==> src/rtl/cond_pkg.sv <==
// Shared definitions for the condition unit: condition-code values, PSR bit
// positions and the output-buffer state encoding.
package cond_pkg;

  // Condition codes carried by Bcond/Jcond/Scond instructions
  localparam logic [3:0] CondEq = 4'd0;   // Z
  localparam logic [3:0] CondNe = 4'd1;   // !Z
  localparam logic [3:0] CondCs = 4'd2;   // C
  localparam logic [3:0] CondCc = 4'd3;   // !C
  localparam logic [3:0] CondHi = 4'd4;   // L
  localparam logic [3:0] CondLs = 4'd5;   // !L
  localparam logic [3:0] CondGt = 4'd6;   // N
  localparam logic [3:0] CondLe = 4'd7;   // !N
  localparam logic [3:0] CondFs = 4'd8;   // F
  localparam logic [3:0] CondFc = 4'd9;   // !F
  localparam logic [3:0] CondLo = 4'd10;  // !L & !Z
  localparam logic [3:0] CondHs = 4'd11;  // L | Z
  localparam logic [3:0] CondLt = 4'd12;  // !N & !Z
  localparam logic [3:0] CondGe = 4'd13;  // N | Z
  localparam logic [3:0] CondUc = 4'd14;  // always
  localparam logic [3:0] CondNv = 4'd15;  // never

  // PSR bit positions
  localparam int unsigned PsrC = 0;
  localparam int unsigned PsrF = 1;
  localparam int unsigned PsrL = 2;
  localparam int unsigned PsrZ = 3;
  localparam int unsigned PsrN = 4;

  // Output buffer: one result slot
  typedef enum logic {
    StEmpty = 1'b0,
    StFull  = 1'b1
  } cond_state_e;

endpackage

==> src/rtl/cond_eval.sv <==
// Purely combinational condition-code decoder: maps a PSR value and a
// 4-bit condition code onto the taken/not-taken outcome.
module cond_eval #(
  parameter int unsigned PSR_W = 5
) (
  input  logic [PSR_W-1:0] psr,
  input  logic [3:0]       cond_code,
  output logic             taken
);
  import cond_pkg::*;

  logic w_c, w_f, w_l, w_z, w_n;

  assign w_c = psr[PsrC];
  assign w_f = psr[PsrF];
  assign w_l = psr[PsrL];
  assign w_z = psr[PsrZ];
  assign w_n = psr[PsrN];

  // Decode the condition code against the flag bits
  always_comb begin
    taken = 1'b0;
    case (cond_code)
      CondEq: taken = w_z;
      CondNe: taken = ~w_z;
      CondCs: taken = w_c;
      CondCc: taken = ~w_c;
      CondHi: taken = w_l;
      CondLs: taken = ~w_l;
      CondGt: taken = w_n;
      CondLe: taken = ~w_n;
      CondFs: taken = w_f;
      CondFc: taken = ~w_f;
      CondLo: taken = ~w_l & ~w_z;
      CondHs: taken = w_l | w_z;
      CondLt: taken = ~w_n & ~w_z;
      CondGe: taken = w_n | w_z;
      CondUc: taken = 1'b1;
      CondNv: taken = 1'b0;
      default: taken = 1'b0;
    endcase
  end

endmodule

==> src/rtl/cond_unit.sv <==
// Condition unit: holds the processor status register, evaluates branch
// conditions against the forwarded PSR and buffers one result behind a
// valid/ready handshake.
// Optional statistics counters are built only when COND_STATS_EN is defined;
// otherwise eval_count/taken_count are tied to zero.
module cond_unit #(
  parameter int unsigned PSR_W = 5,
  parameter int unsigned CNT_W = 16
) (
  input  logic             clk,
  input  logic             reset,
  input  logic [PSR_W-1:0] flag_in,
  input  logic [PSR_W-1:0] flag_we,
  input  logic             flag_valid,
  input  logic             cond_req,
  input  logic [3:0]       cond_code,
  output logic             cond_ready,
  output logic             cond_valid,
  output logic             cond_taken,
  input  logic             cond_ack,
  output logic [PSR_W-1:0] psr,
  output logic [CNT_W-1:0] eval_count,
  output logic [CNT_W-1:0] taken_count
);
  import cond_pkg::*;

  logic [PSR_W-1:0] r_psr;
  logic [PSR_W-1:0] w_psr_fwd;
  cond_state_e      r_state;
  logic             r_taken;
  logic             w_taken;
  logic             w_accept;

  // Value the PSR takes at the coming edge; evaluation sees same-cycle writes
  assign w_psr_fwd = flag_valid ? ((r_psr & ~flag_we) | (flag_in & flag_we)) : r_psr;

  assign cond_ready = (r_state == StEmpty) | cond_ack;
  assign cond_valid = (r_state == StFull);
  assign cond_taken = r_taken;
  assign psr        = r_psr;
  assign w_accept   = cond_req & cond_ready;

  cond_eval #(
    .PSR_W (PSR_W)
  ) u_cond_eval (
    .psr       (w_psr_fwd),
    .cond_code (cond_code),
    .taken     (w_taken)
  );

  // PSR register with per-bit write enables
  always_ff @(posedge clk) begin
    if (reset) begin
      r_psr <= '0;
    end else begin
      r_psr <= w_psr_fwd;
    end
  end

  // Single-slot output buffer; result is held until the consumer acks
  always_ff @(posedge clk) begin
    if (reset) begin
      r_state <= StEmpty;
      r_taken <= 1'b0;
    end else begin
      case (r_state)
        StEmpty: begin
          if (w_accept) begin
            r_state <= StFull;
            r_taken <= w_taken;
          end
        end
        StFull: begin
          if (cond_ack) begin
            if (w_accept) begin
              r_taken <= w_taken;
            end else begin
              r_state <= StEmpty;
            end
          end
        end
        default: r_state <= StEmpty;
      endcase
    end
  end

`ifdef COND_STATS_EN
  logic [CNT_W-1:0] r_eval_cnt;
  logic [CNT_W-1:0] r_taken_cnt;

  // Saturating counts of accepted and taken evaluations
  always_ff @(posedge clk) begin
    if (reset) begin
      r_eval_cnt  <= '0;
      r_taken_cnt <= '0;
    end else if (w_accept) begin
      if (r_eval_cnt != '1) begin
        r_eval_cnt <= r_eval_cnt + 1'b1;
      end
      if (w_taken && (r_taken_cnt != '1)) begin
        r_taken_cnt <= r_taken_cnt + 1'b1;
      end
    end
  end

  assign eval_count  = r_eval_cnt;
  assign taken_count = r_taken_cnt;
`else
  assign eval_count  = '0;
  assign taken_count = '0;
`endif

endmodule

==> config.mk <==
export PLATFORM = sky130hd
export DESIGN_NAME = cond_unit
export DESIGN_NICKNAME = d
export VERILOG_FILES = /design/src/rtl/cond_pkg.sv /design/src/rtl/cond_eval.sv /design/src/rtl/cond_unit.sv
export SDC_FILE = /design/constraint.sdc
export NUM_CORES = 1
export LEC_CHECK = 0
export BUFFER_PORTS_ARGS = -buffer_cell sky130_fd_sc_hd__buf_2
export CAP_MARGIN = 0
export CORE_UTILIZATION = 40
export CTS_BUF_LIST = sky130_fd_sc_hd__clkbuf_4 sky130_fd_sc_hd__clkbuf_8
export DETAILED_ROUTE_END_ITERATION = 8
export HOLD_SLACK_MARGIN = 0.08
export PLACE_DENSITY = 0.82
export SKIP_CTS_REPAIR_TIMING = 1
export SYNTH_ARGS = -nofsm -noshare
export SYNTH_HDL_FRONTEND = slang
export SYNTH_SLANG_ARGS = --single-unit
==> constraint.sdc <==
create_clock -name clk -period 1.8 [get_ports clk]
set_input_delay 0.09 -clock clk [delete_from_list [all_inputs] [get_ports clk]]
set_output_delay 0.09 -clock clk [all_outputs]
set_load 0.01 [all_outputs]
Word level (Yosys, flattened, before mapping)
Cells that the tools add are included.

word-level totals
  bits in registers = 7
  output and inout port bits = 40
  logic and storage cells = 44

operators by class
  multiplexer cells = 8
  reduce and logical (&&, ||, !) cells = 1
  equality and inequality tests = 16
  bitwise gates (word level) = 16

operators with widths
  operator                                             number
  equality test 4 bit, second input constant           8
  equality test 4 x 3 -> 1 bit, second input constant  4
  case mux 1 bit (16 select lines)                     1
  bitwise AND 5 bit                                    2
  equality test 4 x 2 -> 1 bit, second input constant  2
  inverter 1 bit                                       6
  two-way mux 5 bit                                    1
  inverter 5 bit                                       1
  bitwise OR 5 bit                                     1
  equality test 4 x 1 -> 1 bit, second input constant  1
  zero test 4 bit                                      1
  two-way mux 1 bit                                    4
  case mux 1 bit (2 select lines)                      2
  bitwise AND 1 bit                                    3
  bitwise OR 1 bit                                     3
  inequality test 2 bit, second input constant         1

Longest topological paths before layout
Gate-level depths: netlist of run 1.

  depth after elaboration = 10
  gate-level depth with buffers = 6
  mapped depth without buffers = 5

Cells and area by module
A second synthesis of run 1 with hierarchy kept.

unflattened totals
  cells, all modules = 84
  area, all modules = 732.0 um^2

modules (own cells, without submodules)
  module     seq. area each (um^2)  area each (um^2)  cells an instance  times used
  cond_unit  140.1                  548.0             61                 1
  cond_eval  0.0                    183.9             23                 1

Least setup slack after synthesis of run 1
Ideal clock, no wire load.

  path type = flip-flop to flip-flop
  start = register r_psr[2] (netlist: psr[2])
  end = register r_taken (netlist: cond_taken)
  data arrival time = 1.316 ns
  data required time = 1.719 ns
  clock period less this slack = 1.397 ns
  path slack = 0.403 ns
  library setup time = 0.081 ns
  cell stages (with the launch flop) = 5
  buffers on the path = 0
  cells stage by stage = dfxtp_1 > a21boi_1 > nor3_2 > or4_1 > a41oi_1

on the way
  word-level cells in the longest chain between the ends = 9
  elaborated cells on any way between the ends = 10
  those cells by class = 5 x mux; 5 x bitwise

ends and longest elaborated chain
  what                                RTL line                          RTL
  start: declaration                  cond_unit.sv:27                   logic [PSR_W-1:0] r_psr;
  start signal: assignment            cond_unit.sv:56                   r_psr <= w_psr_fwd;
  bitwise AND 5 bit                   cond_unit.sv:35                   assign w_psr_fwd = flag_valid ? ((r_psr & ~flag_we) | (flag_in & flag_we)) : r_psr;
  bitwise OR 5 bit                    cond_unit.sv:35
  two-way mux 5 bit *                 cond_unit.sv:35
  inverter 1 bit                      cond_eval.sv:29, cond_eval.sv:34
  bitwise AND 1 bit                   cond_eval.sv:34                   CondLo: taken = ~w_l & ~w_z;
  case mux 1 bit (16 select lines) *  cond_eval.sv:23                   case (cond_code)
  two-way mux 1 bit *                 cond_unit.sv:68, cond_unit.sv:75
  two-way mux 1 bit                   cond_unit.sv:74                   if (cond_ack) begin
  case mux 1 bit (2 select lines) *   cond_unit.sv:66                   case (r_state)
  end signal: assignment              cond_unit.sv:70                   r_taken <= w_taken;
  end signal: assignment              cond_unit.sv:76                   r_taken <= w_taken;
  end: declaration                    cond_unit.sv:30                   logic r_taken;

Mark *: on every way between the ends. The rest lies on a longest branch, timed or not. The select of a mux whose other input is x is not followed.
A chain may end at the register's enable or synchronous reset.

Final worst setup path of run 1
Same ends and word-level chain as after synthesis.

==> key figures, run 1 <==
CTS
  – Latest clock arrival within the worst-skew pair: 0.26 ns
  – CTS Buffer Depth: 2
  – Clk sink count: 7
  – CTS Root Cell: clkbuf_4
  – Worst-path clk slew: 0.06 ns
  – CTS tree: yes
  – Inserted Clock Buffers: 3
  – H-tree levels: 1

Detailed routing
  – DRC viols: 0
  – Vias per inst: 4.49
  – DR pass1 iterations: 4
  – Initial DRC count: 17
  – Vias: 651
  – Wire length after detailed routing: 1400 µm
  – Per-cell routed wire length: 9.63 µm
  – DRT antenna net count: 0

Finish
  – Share of post-route cells with drive strength above 1: 0.283
  – Diode count: 0
  – Final #Nets: 140
  – Area growth syn-to-layout: 6.90%

Timing
  – RSZ-0062 raised after global routing: no
  – Post-route minimum period: 1.50 ns
  – Final period utilization: 0.833
  – Achievable Freq: 667 MHz
  – # setup viols final: 0
  – Final worst slack: 0.301 ns
  – Slew Viols, Final: 0
  – Fin Setup TNS: 0 ns
  – Fin. Hold Viols: 0
  – Worst clock skew: 0.00102 ns

Setup path
  – Crit-path max FO: 3
  – Cell Chain, Critical Path: a21boi_1, nor3_2, or4_1, a41oi_1
  – WP data required: 1.97 ns
  – Worst path slowest cell: or4_1
  – CP Capture Type: flop
  – CP Class: reg2reg
  – Crit path launch type: flop
  – CP max stage delay: 0.48 ns
  – Crit path DAT: 1.67 ns

Floorplanning
  – Die height: 44.6 µm
  – Die width: 44.6 µm
  – Io pins: 59
  – Die Area: 0.00199 mm²
  – Site Rows: 15
  – Initial core utilization: 0.425
  – Core area: 0.00171 mm²

Power
  – Leak: 0.414 nW
  – Cell Pwr Density: 598 mW/mm²
  – Maximum VDD drop: 372 µV

Synthesis
  – Post-synthesis cell count: 94
  – Synth warnings: 0
  – Flops & latches, synth: 7
  – Register area share after synthesis: 0.193
  – Post-Syn Area: 726 µm²
  – Mapped Avg Cell Area: 7.72 µm²
  – Yosys cell types: 31

Global route
  – Vias in the first global route: 476
  – Largest net degree at the start of global routing: 14
  – Final global-route overflow total: 0
  – GRT Overall Usage: 0.137
  – First-pass GRT wire length: 2010 µm
  – Initial antenna violation count: 0

Place
  – Number of port buffers: 26
  – Post-place setup slack: 0.335 ns
  – Placer Congestion: 0.881
  – Hpwl dp: 1110 µm

Job
  – Maxcap violations: 0

Worst hold path
  – Worst min path class: in2reg

Status
  – Run status: complete, no violations
placed cells by master (no fill, tap or decap), drive strengths merged, types with 2 or more instances in the layout:
master  synthesis  layout
dfxtp           7       7
inv             3       3
nand4           2       2
nor2            7       7
nand2           4       4
a21oi           3       3
nand3b          2       2
conb            1      32
clkbuf          0       4
and3            4       4
nor4            3       3
buf            35      26
a21boi          2       2
nor3            4       4
mux2i           4       4
or4             2       2
stage by stage:
step | instance area [µm²] | util | hold WS (ns) | power (mW) | cells
2_1_floorplan | 842 | - | 0.159 | 0.309 | 125
3_3_place_gp | 746 | 0.437 | 0.352 | 0.295 | 141
3_5_place_dp | 746 | 0.437 | 0.349 | 0.299 | 141
4_1_cts | 776 | 0.454 | 0.0754 | 0.467 | 145
5_1_grt | 776 | 0.454 | 0.0957 | 0.494 | 145
6_report | 776 | 0.454 | 0.0814 | 0.464 | 145
critical path, delay by kind of cell (launching register included):
kind               cells  cell delay, ns
and+or+nand+nor        2            0.57
AOI/OAI and AO/OA      2            0.53
DFF                    1            0.31
cells by family (layout without fill, tap and decap cells):
group           count (synthesis)  in the layout  synth area share
buf+inv                        38             33             0.371
compound gates                 12             12             0.116
mux                             4              4            0.0552
simple gates                   32             32             0.260
flops                           7              7             0.193
other cells                     1             32           0.00517
synth_stat cells (all sizes together):
library cell / instances / area share
a21boi: 2 / 0.021
a21oi: 3 / 0.021
a31o: 1 / 0.012
a41oi: 1 / 0.012
and3: 4 / 0.043
buf: 35 / 0.36
conb: 1 / 0.0052
dfxtp: 7 / 0.19
inv: 3 / 0.016
mux2i: 4 / 0.055
nand2: 4 / 0.021
nand2b: 1 / 0.0086
nand3b: 2 / 0.021
nand4: 2 / 0.017
nand4b: 1 / 0.012
nor2: 7 / 0.036
nor3: 4 / 0.034
nor4: 3 / 0.026
nor4b: 1 / 0.012
o2111ai: 1 / 0.012
o211ai: 1 / 0.010
o21ai: 1 / 0.0069
o22ai: 1 / 0.0086
o31a: 1 / 0.012
or2: 1 / 0.0086
or4: 2 / 0.021
worst paths after layout:
check | start | endpoint | slack (ns) | cells past startpoint
setup reg to reg | psr[2]$_SDFF_PP0_ | cond_taken$_SDFFE_PP0P_ | 0.30 | 4
setup / recovery | psr[2]$_SDFF_PP0_ | cond_taken$_SDFFE_PP0P_ | 0.30 | 4
hold reg to reg | psr[1]$_SDFF_PP0_ | psr[1]$_SDFF_PP0_ | 0.56 | 2
hold / removal | reset | cond_valid$_SDFF_PP0_ | 0.08 | 2
metal layers:
layer / GRT usage / vias to the layer above / part of all wire
met5: 0 / - / 0
met2: 0.244 / 40 / 0.53
li1: - / 318 / -
met4: 0.0667 / 0 / 0.0079
met1: 0.153 / 291 / 0.38
met3: 0.0286 / 2 / 0.079
sequential cells by signal, summed over array words and instances, names as in the netlist:
name / flops
psr: 5
cond_valid: 1
cond_taken: 1
report_power, final:
part / internal (mW) / leakage (nW) / total, mW / switching (mW)
combinational: 0.0454 / 0.338 / 0.130 / 0.0846
clock: 0.100 / 0.0184 / 0.166 / 0.0663
sequential: 0.164 / 0.0576 / 0.168 / 0.00374
total: 0.309 / 0.414 / 0.464 / 0.155
area by class of cell:
class                   instances  area (µm²)
clock buffers                   4        30.0
inverters                       3        11.3
repair buffers                 26         130
multi-input cells              80         433
fillers                       164         932
well taps                      25        31.3
flip-flops and latches          7         140
No activity file was read; power rests on OpenSTA's default activity.
==> run 2: changes to the inputs <==
==> constraint.sdc (replaced) <==
create_clock -name clk -period 1.4 [get_ports clk]
set_input_delay 0.07 -clock clk [delete_from_list [all_inputs] [get_ports clk]]
set_output_delay 0.07 -clock clk [all_outputs]
set_load 0.01 [all_outputs]
==> key figures, run 2 (synthesis gave the netlist of run 1 again) <==
Global route
  – GRT Overall Usage: 0.166 (+0.0292)
  – First-pass GRT wire length: 2390 µm (+19%)
  – Final global-route overflow total: 0 (unchanged)
  – Vias in the first global route: 570 (+20%)
  – Initial antenna violation count: 0 (unchanged)
  – Largest net degree at the start of global routing: 14 (unchanged)

Detailed routing
  – DRC viols: 0 (unchanged)
  – DRT antenna net count: 0 (unchanged)
  – Initial DRC count: 23 (+6)
  – Vias per inst: 4.80 (+6.9%)
  – Wire length after detailed routing: 1660 µm (+19%)
  – DR pass1 iterations: 4 (unchanged)
  – Per-cell routed wire length: 11.2 µm (+16%)
  – Vias: 710 (+9.1%)

Worst hold path
  – Hold Path Origin: flag_in[0]
  – Hold Path Depth: 3 (+1)
  – WHS Endpoint: psr[0]$_SDFF_PP0_
  – Worst min path class: in2reg

Setup path
  – CP Capture Type: flop
  – Crit-path max FO: 3 (unchanged)
  – Cell Chain, Critical Path: a21boi_2, nor4_1, o31a_1, nor4_2, a41oi_2
  – Crit path launch type: flop
  – Critical path depth: 5 (+1)
  – Crit path DAT: 1.50 ns (-0.17 ns)
  – WP data required: 1.55 ns (-0.42 ns)
  – CP max stage delay: 0.34 ns (-0.14 ns)
  – R2R depth: 5 (+1)
  – Worst R2R Setup Slack: 0.05 ns (-0.25 ns)
  – Worst r2r src: psr[4]$_SDFF_PP0_
  – CP Class: reg2reg
  – Worst path slowest cell: dfxtp_1
  – Largest delay share family, worst path: compound AO/OA/AOI/OAI gates
  – RR Endpoint: cond_taken$_SDFFE_PP0P_
  – Buf/Inv on CP: 0 (unchanged)

CTS
  – Worst-path clk slew: 0.06 ns (about the same)
  – H-tree levels: 1 (unchanged)
  – CTS Root Cell: clkbuf_4
  – Clk sink count: 7 (unchanged)
  – CTS tree: yes
  – CTS Buffer Depth: 2 (unchanged)
  – Latest clock arrival within the worst-skew pair: 0.28 ns (+0.02 ns)
  – Inserted Clock Buffers: 3 (unchanged)

Floorplanning
  – Io pins: 59 (unchanged)
  – Die Area: 0.00199 mm² (unchanged)
  – Initial core utilization: 0.425 (unchanged)
  – Site Rows: 15 (unchanged)
  – Die height: 44.6 µm (unchanged)
  – Core area: 0.00171 mm² (unchanged)
  – Die width: 44.6 µm (unchanged)

Timing
  – Fin. Hold Viols: 0 (unchanged)
  – Final period utilization: 0.966 (+0.133)
  – Slew Viols, Final: 0 (unchanged)
  – RSZ-0062 raised after global routing: no
  – Fin Hold WS: 0.109 ns (+0.0278 ns)
  – Post-route minimum period: 1.35 ns (-0.147 ns)
  – Achievable Freq: 740 MHz (+11%)
  – # setup viols final: 0 (unchanged)
  – Worst clock skew: 0.0150 ns (+0.0140 ns)

Place
  – Placer Congestion: 0.877 (-0.53%)
  – Cell count after placement: 142 (+0.71%)
  – Number of port buffers: 26 (unchanged)
  – Post-DP Area: 753 µm² (+1.0%)
  – Hpwl dp: 1200 µm (+8.0%)

Finish
  – Fin area: 836 µm² (+7.7%)
  – Final #Nets: 143 (+2.1%)
  – Most frequent cells in the layout: 32 x conb_1, 26 x buf_2, 7 x nor2_1, 7 x dfxtp_1
  – Share of post-route cells with drive strength above 1: 0.325 (+0.0419)
  – Max reg flops: 5 (unchanged)
  – Commonest non-fill, non-tap cell in the layout: conb_1
  – Area growth syn-to-layout: 15.2%
  – Layout Cells excl Fill: 148 (+2.1%)
  – Diode count: 0 (unchanged)

Power
  – Leak: 0.433 nW (+4.6%)
  – Maximum VDD drop: 552 µV (+48%)
  – Cell Pwr Density: 752 mW/mm² (+26%)

Job
  – Maxcap violations: 0 (unchanged)

Status
  – Run status: complete, no violations
[run 2: cell count changes in the layout (fill, tap and decap cells not counted), sizes merged]
cell         change
buf              +1
dlygate4sd3      +2
[run 2: area by class of cell]
type / count / area (µm²)
Clock buffer: 4 / 30.0
Fill cell: 173 / 872
Inverter: 3 / 11.3
Multi-Input combinational cell: 80 / 465
Sequential cell: 7 / 140
Tap cell: 25 / 31.3
Timing Repair Buffer: 29 / 158
[run 2: per-layer routing]
layer,vias up,share of wire,wire length (µm),global-route usage
li1,324,-,-,-
met1,318,0.35,584,0.182
met2,55,0.48,797,0.256
met3,13,0.10,166,0.0694
met4,0,0.065,108,0.121
met5,-,0,0,0
[run 2: worst max path at each step]
| stage | end | from |
|---|---|---|
| 2_1_floorplan | cond_taken$_SDFFE_PP0P_ | psr[2]$_SDFF_PP0_ |
| 3_3_place_gp | cond_taken$_SDFFE_PP0P_ | psr[2]$_SDFF_PP0_ |
| 3_5_place_dp | cond_taken$_SDFFE_PP0P_ | psr[4]$_SDFF_PP0_ |
| 4_1_cts | cond_taken$_SDFFE_PP0P_ | psr[4]$_SDFF_PP0_ |
| 5_1_grt | cond_taken$_SDFFE_PP0P_ | psr[2]$_SDFF_PP0_ |
| 6_report | cond_taken$_SDFFE_PP0P_ | psr[4]$_SDFF_PP0_ |
[run 2: through the flow]
stage / setup slack, ns / TNS [ns] / power, mW / util
after global placement: 0.0131 / 0 / 0.383 / 0.441
after global routing: 0.00327 / 0 / 0.664 / 0.489
after detailed placement: -0.0972 / -0.0972 / 0.389 / 0.441
final: 0.0480 / 0 / 0.629 / 0.489
after floorplan: 0.00329 / 0 / 0.397 / -
after CTS: -0.106 / -0.106 / 0.600 / 0.459
[run 2: where the power goes]
group	total (mW)	leakage, nW	switching, mW	internal (mW)
registers	0.216	0.0576	0.00525	0.211
clock network	0.225	0.0184	0.0953	0.129
logic	0.188	0.357	0.119	0.0690
total	0.629	0.433	0.219	0.409
[run 2: worst min-delay path, delay by kind of cell]
| family | cells | cell delay, ns |
|---|---|---|
| muxes | 1 | 0.10 |
| and+or+nand+nor | 1 | 0.10 |
| buffers and inverters | 1 | 0.07 |
